==> src/rtl/scc_pkg.sv <==
// Shared definitions for the SCC register block: register offsets, wave-access
// state encoding and the latched SRAM request payload.
package scc_pkg;

  localparam int unsigned MAX_CHANNELS = 8;

  localparam logic [7:0] FREQ_BASE  = 8'h00;
  localparam logic [7:0] VOL_BASE   = 8'h40;
  localparam logic [7:0] ENABLE_REG = 8'h60;
  localparam logic [7:0] MODE_REG   = 8'h70;
  localparam logic [7:0] WAVE_BASE  = 8'h80;

  typedef enum logic [1:0] {
    IDLE = 2'd0,
    REQ  = 2'd1,
    RESP = 2'd2
  } state_t;

  typedef struct packed {
    logic       we;
    logic [2:0] id;
    logic [4:0] a;
    logic [7:0] d;
  } wave_req_t;

endpackage

==> src/rtl/scc_wave_access.sv <==
// Sequences one host access to the shared wave SRAM over a req/ack handshake
// and reports busy while the access is outstanding.
module scc_wave_access
  import scc_pkg::*;
(
  input  logic       clk,
  input  logic       nreset,
  input  logic       start,
  input  wave_req_t  req,
  input  logic       sram_ack,
  input  logic [7:0] sram_q,
  output logic       busy,
  output logic       sram_req,
  output wave_req_t  sram_cmd,
  output logic       resp_valid_c,
  output logic [7:0] resp_data
);

  state_t state, state_next;
  logic   load, capture;

  always_comb begin
    state_next = state;
    load       = 1'b0;
    capture    = 1'b0;
    case (state)
      IDLE: begin
        if (start) begin
          state_next = REQ;
          load       = 1'b1;
        end
      end
      REQ: begin
        if (sram_ack) begin
          state_next = sram_cmd.we ? IDLE : RESP;
          capture    = ~sram_cmd.we;
        end
      end
      RESP:    state_next = IDLE;
      default: state_next = IDLE;
    endcase
  end

  // busy and sram_req are flopped from the next state so they track it exactly
  always_ff @(posedge clk) begin
    if (!nreset) begin
      state     <= IDLE;
      busy      <= 1'b0;
      sram_req  <= 1'b0;
      sram_cmd  <= '0;
      resp_data <= '0;
    end else begin
      state    <= state_next;
      busy     <= (state_next != IDLE);
      sram_req <= (state_next == REQ);
      if (load) sram_cmd <= req;
      if (capture) resp_data <= sram_q;
    end
  end

  assign resp_valid_c = (state == RESP);

endmodule

==> src/rtl/scc_register_multi.sv <==
// SCC control registers for CHANNELS wave-table channels with shadowed frequency
// commit, a registered parameter lookup port and a sequenced wave SRAM path.
module scc_register_multi
  import scc_pkg::*;
#(
  parameter  int unsigned CHANNELS  = 5,
  parameter  int unsigned FREQ_BITS = 12,
  parameter  int unsigned VOL_BITS  = 4,
  localparam int unsigned CH_W      = (CHANNELS > 1) ? $clog2(CHANNELS) : 1
) (
  input  logic                 clk,
  input  logic                 nreset,
  input  logic                 wrreq,
  input  logic                 rdreq,
  input  logic [7:0]           address,
  input  logic [7:0]           wrdata,
  output logic [7:0]           rddata,
  output logic                 rdvalid,
  output logic                 busy,
  output logic                 sram_req,
  output logic                 sram_we,
  output logic [2:0]           sram_id,
  output logic [4:0]           sram_a,
  output logic [7:0]           sram_d,
  input  logic                 sram_ack,
  input  logic [7:0]           sram_q,
  input  logic [CH_W-1:0]      active,
  output logic [FREQ_BITS-1:0] par_freq,
  output logic [VOL_BITS-1:0]  par_vol,
  output logic                 par_en,
  output logic [CHANNELS-1:0]  clear_counter,
  output logic                 wave_reset
);

  localparam int unsigned HI_W    = FREQ_BITS - 8;
  localparam logic [7:0]  CH_MASK = 8'((16'(1) << CHANNELS) - 16'(1));

  logic [FREQ_BITS-1:0] freq   [MAX_CHANNELS];
  logic [7:0]           shadow [MAX_CHANNELS];
  logic [VOL_BITS-1:0]  vol    [MAX_CHANNELS];
  logic [7:0]           enable;
  logic                 atomic;

  logic       is_freq, is_vol, freq_ok, vol_ok;
  logic [2:0] ch_f, ch_v;
  logic       wr_en, rd_en, freq_commit;
  logic [7:0] rd_mux;
  logic [2:0] act_idx;
  logic       act_ok;

  wave_req_t  wave_req, sram_cmd;
  logic       resp_valid_c;
  logic [7:0] resp_data;

  assign is_freq = (address[7:4] == FREQ_BASE[7:4]);
  assign is_vol  = (address[7:3] == VOL_BASE[7:3]);
  assign ch_f    = address[3:1];
  assign ch_v    = address[2:0];
  assign freq_ok = is_freq && (32'(ch_f) < CHANNELS);
  assign vol_ok  = is_vol && (32'(ch_v) < CHANNELS);

  // Register-space strobes are dropped while a wave access is outstanding
  assign wr_en       = wrreq & ~busy & ~address[7];
  assign rd_en       = rdreq & ~wrreq & ~busy & ~address[7];
  assign freq_commit = wr_en & freq_ok & (address[0] | ~atomic);

  always_ff @(posedge clk) begin
    if (!nreset) begin
      for (int i = 0; i < MAX_CHANNELS; i++) begin
        freq[i]   <= '0;
        shadow[i] <= '0;
        vol[i]    <= '0;
      end
      enable        <= '0;
      atomic        <= 1'b0;
      wave_reset    <= 1'b0;
      clear_counter <= '0;
    end else begin
      clear_counter <= freq_commit ? (CHANNELS'(1) << ch_f) : '0;
      if (wr_en && freq_ok) begin
        if (!address[0]) begin
          shadow[ch_f] <= wrdata;
          if (!atomic) freq[ch_f][7:0] <= wrdata;
        end else begin
          freq[ch_f] <= {wrdata[HI_W-1:0], atomic ? shadow[ch_f] : freq[ch_f][7:0]};
        end
      end
      if (wr_en && vol_ok) vol[ch_v] <= wrdata[VOL_BITS-1:0];
      if (wr_en && address == ENABLE_REG) enable <= wrdata & CH_MASK;
      if (wr_en && address == MODE_REG) begin
        atomic     <= wrdata[0];
        wave_reset <= wrdata[5];
      end
    end
  end

  // Absent channels read 0x00, holes in the map read 0xFF
  always_comb begin
    rd_mux = 8'hFF;
    if (is_freq) begin
      rd_mux = 8'h00;
      if (freq_ok) rd_mux = address[0] ? 8'(freq[ch_f] >> 8) : freq[ch_f][7:0];
    end else if (is_vol) begin
      rd_mux = vol_ok ? 8'(vol[ch_v]) : 8'h00;
    end else if (address == ENABLE_REG) begin
      rd_mux = enable;
    end else if (address == MODE_REG) begin
      rd_mux = {2'b00, wave_reset, 4'b0000, atomic};
    end
  end

  always_ff @(posedge clk) begin
    if (!nreset) begin
      rddata  <= 8'h00;
      rdvalid <= 1'b0;
    end else begin
      rdvalid <= rd_en | resp_valid_c;
      if (resp_valid_c) rddata <= resp_data;
      else if (rd_en) rddata <= rd_mux;
    end
  end

  assign act_idx = 3'(active);
  assign act_ok  = (32'(active) < CHANNELS);

  always_ff @(posedge clk) begin
    if (!nreset || !act_ok) begin
      par_freq <= '0;
      par_vol  <= '0;
      par_en   <= 1'b0;
    end else begin
      par_freq <= freq[act_idx];
      par_vol  <= vol[act_idx];
      par_en   <= enable[act_idx];
    end
  end

  assign wave_req = '{we: wrreq, id: address[7:5], a: address[4:0], d: wrdata};

  scc_wave_access u_wave (
    .clk          (clk),
    .nreset       (nreset),
    .start        ((wrreq | rdreq) & address[7]),
    .req          (wave_req),
    .sram_ack     (sram_ack),
    .sram_q       (sram_q),
    .busy         (busy),
    .sram_req     (sram_req),
    .sram_cmd     (sram_cmd),
    .resp_valid_c (resp_valid_c),
    .resp_data    (resp_data)
  );

  assign sram_we = sram_cmd.we;
  assign sram_id = sram_cmd.id;
  assign sram_a  = sram_cmd.a;
  assign sram_d  = sram_cmd.d;

endmodule

==> config.mk <==
export PLATFORM = sky130hd
export DESIGN_NAME = scc_register_multi
export DESIGN_NICKNAME = d
export VERILOG_FILES = /design/src/rtl/scc_pkg.sv /design/src/rtl/scc_wave_access.sv /design/src/rtl/scc_register_multi.sv
export SDC_FILE = /design/constraint.sdc
export NUM_CORES = 1
export LEC_CHECK = 0
export ABC_AREA = 0
export CORE_MARGIN = 8
export CORE_UTILIZATION = 58
export CTS_CLUSTER_DIAMETER = 30
export CTS_CLUSTER_SIZE = 28
export DETAILED_ROUTE_END_ITERATION = 6
export HOLD_SLACK_MARGIN = 0.1
export PLACE_DENSITY_LB_ADDON = 0.05
export SYNTH_ARGS = -nofsm -noshare
export SYNTH_HDL_FRONTEND = slang
export SYNTH_SLANG_ARGS = --single-unit
==> constraint.sdc <==
create_clock -name clk -period 2.7 [get_ports clk]
set_clock_uncertainty 0.15 [all_clocks]
set_input_delay 0.54 -clock clk [delete_from_list [all_inputs] [get_ports clk]]
set_output_delay 0.54 -clock clk [all_outputs]
set_load 0.02 [all_outputs]
# After elaboration in Yosys (flattened, before gate mapping)
# Memories as Yosys holds them, arrays and structs flattened. A register that Yosys moved wholly into a read port is not among the register bits.
# Cells that the tools add are included.
# op_classes
reduce_logical,17
n_lt_le_gt_ge,4
mux,47
bitwise,17
n_eq_ne,6
n_shift,1
# op_table
cell,n
8-bit 2-to-1 mux,11
1-bit 2-to-1 mux,24
8-bit by 7-bit == test with 1-bit output (second input constant),2
12-bit 2-to-1 mux,1
12-bit OR reduction,1
3-bit less-than comparator (second input constant),3
3-bit 2-to-1 mux,3
1-bit AND,8
2-bit 2-to-1 mux,4
4-bit 2-to-1 mux,2
8-bit OR reduction,1
1-bit logical AND,6
5-bit by 4-bit == test with 1-bit output (second input constant),1
1-bit NOT,5
1-bit by 3-bit left shift with 5-bit output (first input constant),1
2-bit by 1-bit == test with 1-bit output (second input constant),2
4-bit logical NOT,1
3-bit by 4-bit less-than comparator with 1-bit output (second input constant),1
1-bit bitwise OR,4
2-bit case mux with 2 select lines,1
2-bit nonzero test,2
4-bit OR reduction,1
1-bit binary-select mux with 3-bit select,1
2-bit == test (second input constant),1
other kinds (4),5
# word_totals
in_bits,32
mem_bits_rw,192
elab_cells,110
n_memories,3
out_inout_bits,51
register_bits,51
# memory_table
name,depth,width,read_ports,rd_clocked_by_memory_dff,write_ports,line_no,source
freq,8,12,2,1,8,scc_register_multi.sv:38,logic [FREQ_BITS-1:0] freq [MAX_CHANNELS];
shadow,8,8,1,0,8,scc_register_multi.sv:39,logic [7:0] shadow [MAX_CHANNELS];
vol,8,4,2,1,8,scc_register_multi.sv:40,logic [VOL_BITS-1:0] vol [MAX_CHANNELS];

# Longest topological paths before layout
# depth
ltp_word,10
depth_mapped,9
ltp_nobuf,5

# Hierarchy
# From an unflattened synthesis, not the netlist that was laid out.
# hier_totals
cells_unflattened,857
hier_area_um2,11045.6
# by_module_without_submodules
mod,cells_each,instances,seq_area_each_um2,area_per_inst_um2
scc_register_multi,734,1,5895.7,9872.0
scc_wave_access,123,1,580.6,1173.6

# Worst setup path after synthesis
# OpenSTA, ideal clock, no wires.
# synth_path
kind,input to register
startpoint,input port address[4]
endpoint,memory freq[0][0] (enable)
arrival_time_ns,1.890
stages,6
n_path_buf,2
required_time_ns,2.221
path_slack_ns,0.331
setup_time_ns,0.329
cell_sequence,buf_6 -> nor4_4 -> nand2_2 -> or3_1 -> buf_2 -> nand2_1
# synth_rtl
element,line_no,source
"start, declared",scc_register_multi.sv:15,"input logic [7:0] address,"
"end, declared",scc_register_multi.sv:38,

==> results.ini <==
[floorplan]
die_area_um2 = 23800
floorplan.initialDensity_pct = 59.2
row_count = 50
ioPinCount = 83
dieHeight_um = 154
fp.dieW_um = 154
core_um2 = 18700

[cts]
insertion_delay_ns = 0.53
cts_buffer_depth = 3
numCtsBuffers = 45
cts_sinks = 247
post_cts_buffers = 0
h-tree-depth = 2
cts_tree = yes
path_clk_slew_ns = 0.05
cts_resized = 0
clockRootBuffer = clkbuf_16
ctsHoldBuffers = 0

[timing]
max_freq_mhz = 415
hold_viol = 0
rsz0062_at_grt = no
setup_viol = 0
worstMarginPinSlew_ns = 0.578
slew-limit-headroom_pct = 61.4
hold_slack_ns = 0.317
fin_crit_sh_pct = 89.2
drv_slew = 0
min_period_ns = 2.41

[setup_path]
r2r_cells = 6
regToRegSetupSlack_ns = 0.42
max_stage_delay_ns = 0.42
cp_slowest_cell = clkdlybuf4s50_1
cp-start-kind = input port
crit_chain = clkdlybuf4s50_1 > buf_4 > buf_4 > inv_2 > buf_4 > mux2i_1 > nor3_1 > a221oi_2 > buf_4 > nor2_1
end_kind = flop
critPathKind = in -> reg
rr_startpoint = freq[2][4]
cp.arrival_ns = 2.53
path_max_fanout = 11
cp_common_cell = buf_4
critPathRequiredTime_ns = 2.82
timing.rr.end = freq[1][4]
critPathLaunch = address[1]

[global_route]
antenna_found_initial = 0
grt-ovfl-total = 0
grt_pass1_wl_um = 46300
grt_pass1_vias = 8203
grtUsageTotal_pct = 25.5
grt_start_max_net_pins = 40

[cells_and_area]
ff_latch_area_um2 = 6750
diodes = 0
finalCoreUtilization_pct = 78.7
layout.nets = 1109
fillers = 1112
multi_input_area_um2 = 4200
design_area_um2 = 14700
area_delta_synth_final_pct = 33.0
drive_gt1_share_pct = 24.6

[routing]
via_count = 7865
firstDrtPassIters = 5
ant_nets = 0
drc = 0
drt_wl_total_um = 30200
drt-vias-per-instance = 5.84
drt_first_iter_violations = 596
wl_per_cell_um = 22.4

[yosys]
synth-async-reset-ratio_pct = 0
ys_seq_area_share_pct = 60.9
synth_area_um2 = 11100
yosys_register_bits = 247
synth_edf_count = 180
synth_area_per_cell_um2 = 13.5
yosysWarnings = 0
synthCells = 823
synth_flop_cell = edfxtp_1
synth_cell_types = 65

[worst_hold_path]
holdPathEnd = u_wave.sram_cmd[15]
min_path_type = reg -> reg
hold-path-cell-count = 2
hp-start = u_wave.sram_cmd[15]

[power]
power_density_nw_per_um2 = 748
p_leak_nw = 5.73
max-vdd-ir-drop_uv = 578

[status]
outcome = finished, final reports clean

[placed_design]
portBuffers = 82
placed_cell_area_um2 = 13200
gp_congestion = 0.910
dp_hpwl_um = 20800

[flow_run]
cap_violations = 0

synthesized netlist by cell type (all sizes together), types with 3 or more instances:
cell,n,area (um^2)
nor2,133,507
mux2i,56,561
mux4,48,1100
o22ai,4,25.0
a21oi,11,55.1
mux2,7,78.8
and2,70,438
clkbuf,24,93.8
nor2b,3,18.8
dfxtp,67,1340
a22oi,17,128
and3,3,18.8
nand3,4,25.0
nand2,38,148
nand3b,3,22.5
a31oi,4,25.0
inv,16,60.1
a221oi,9,123
or3,7,43.8
nor3,16,90.1
o21ai,14,70.1
nand2b,12,75.1
clkinv,3,11.3
edfxtp,180,5410
nor4,6,77.6
o221ai,7,61.3
buf,30,201
critical path: cells and delay by family:
family                 cells  cell delay [ns]
and+or+nand+nor            2             0.13
buffers and inverters      6             1.31
AOI/OAI and AO/OA          1             0.26
muxes                      1             0.28
report_power, final:
group / switching, mW / internal [mW]
combinational: 0.512 / 0.450
clock: 1.86 / 3.83
sequential: 0.0864 / 4.27
state kept, by name (all words and copies together) (netlist names):
register and cells:
u_wave.resp_data 8, clear_counter 5, u_wave.sram_req 1, vol 20, u_wave.sram_cmd 17, freq 96, atomic 1, wave_reset 1
u_wave.busy 1, par_freq 12, enable 5, rdvalid 1, rddata 8, shadow 64, par_en 1, u_wave.state 2
par_vol 4
how the worst max path moves through the flow:
stage                    to  slack [ns]  cells after the start
3_5_place_dp     freq[3][2]       -0.21                      8
4_1_cts        shadow[4][5]        0.32                      7
3_3_place_gp     freq[4][2]       -0.18                      8
6_report         freq[1][1]        0.29                     10
2_1_floorplan    freq[0][0]        0.33                      6
5_1_grt          freq[3][2]        0.18                      8
cell type report:
type / instances / share of cell area [%]
inverters: 19 / 0.484
clock buffers: 60 / 8.52
clock inverters: 23 / 1.98
repair buffers: 202 / 12.7
flip-flops and latches: 247 / 45.8
well taps: 234 / 1.99
multi-input cells: 562 / 28.5
stage by stage:
step	TNS, ns	setup slack (ns)	power (mW)	cells
finish	0	0.290	11.0	1347
global route	0	0.184	11.3	1347
CTS	0	0.317	11.0	1347
detailed placement	-20.29	-0.213	5.37	1264
global placement	-12.61	-0.179	5.34	1264
floorplan	0	0.331	4.90	882
layer usage:
metal	wire [um]	share of wire (%)	track usage (%)	vias to the layer above
met3	2320	7.7	5.21	87
met2	15200	50	43.5	380
met1	11400	38	30.5	3874
met4	1240	4.1	12.3	0
li1	-	-	-	3524
met5	0	0	0	-
cell usage in the layout (no fill, tap or decap), types with 4 or more instances in the layout:
cell             synthesis  routed
edfxtp_1               180     180
nor2_1                 132     132
buf_4                    2     107
clkdlybuf4s50_1          0      80
and2_1                  70      70
dfxtp_1                 67      67
conb_1                   1      60
mux2i_1                 56      56
clkbuf_16                0      47
mux4_2                  44      44
nand2_1                 36      36
a22oi_1                 17      17
inv_1                   15      15
o21ai_0                 13      13
nor3_1                  14      13
buf_12                   0      13
nand2b_1                12      12
a21oi_1                 11      11
clkbuf_1                23      10
or3_1                    7       7
o221ai_1                 7       7
mux2_2                   7       7
a221oi_2                 7       7
clkinv_2                 0       7
bufinv_16                0       6
clkinvlp_4               0       5
clkinv_1                 3       4
nor4_2                   4       4
a31oi_1                  4       4
o22ai_1                  4       4
mux4_1                   4       4
cells by family after synthesis:
logic type	Yosys count	share of synthesized area [%]
AOI/OAI and AO/OA	83	5.79
buffers and inverters	73	3.31
DFF	247	60.9
muxes	111	15.7
other	1	0.0339
and+or+nand+nor	308	14.2
No activity file was read; power rests on OpenSTA's default activity.
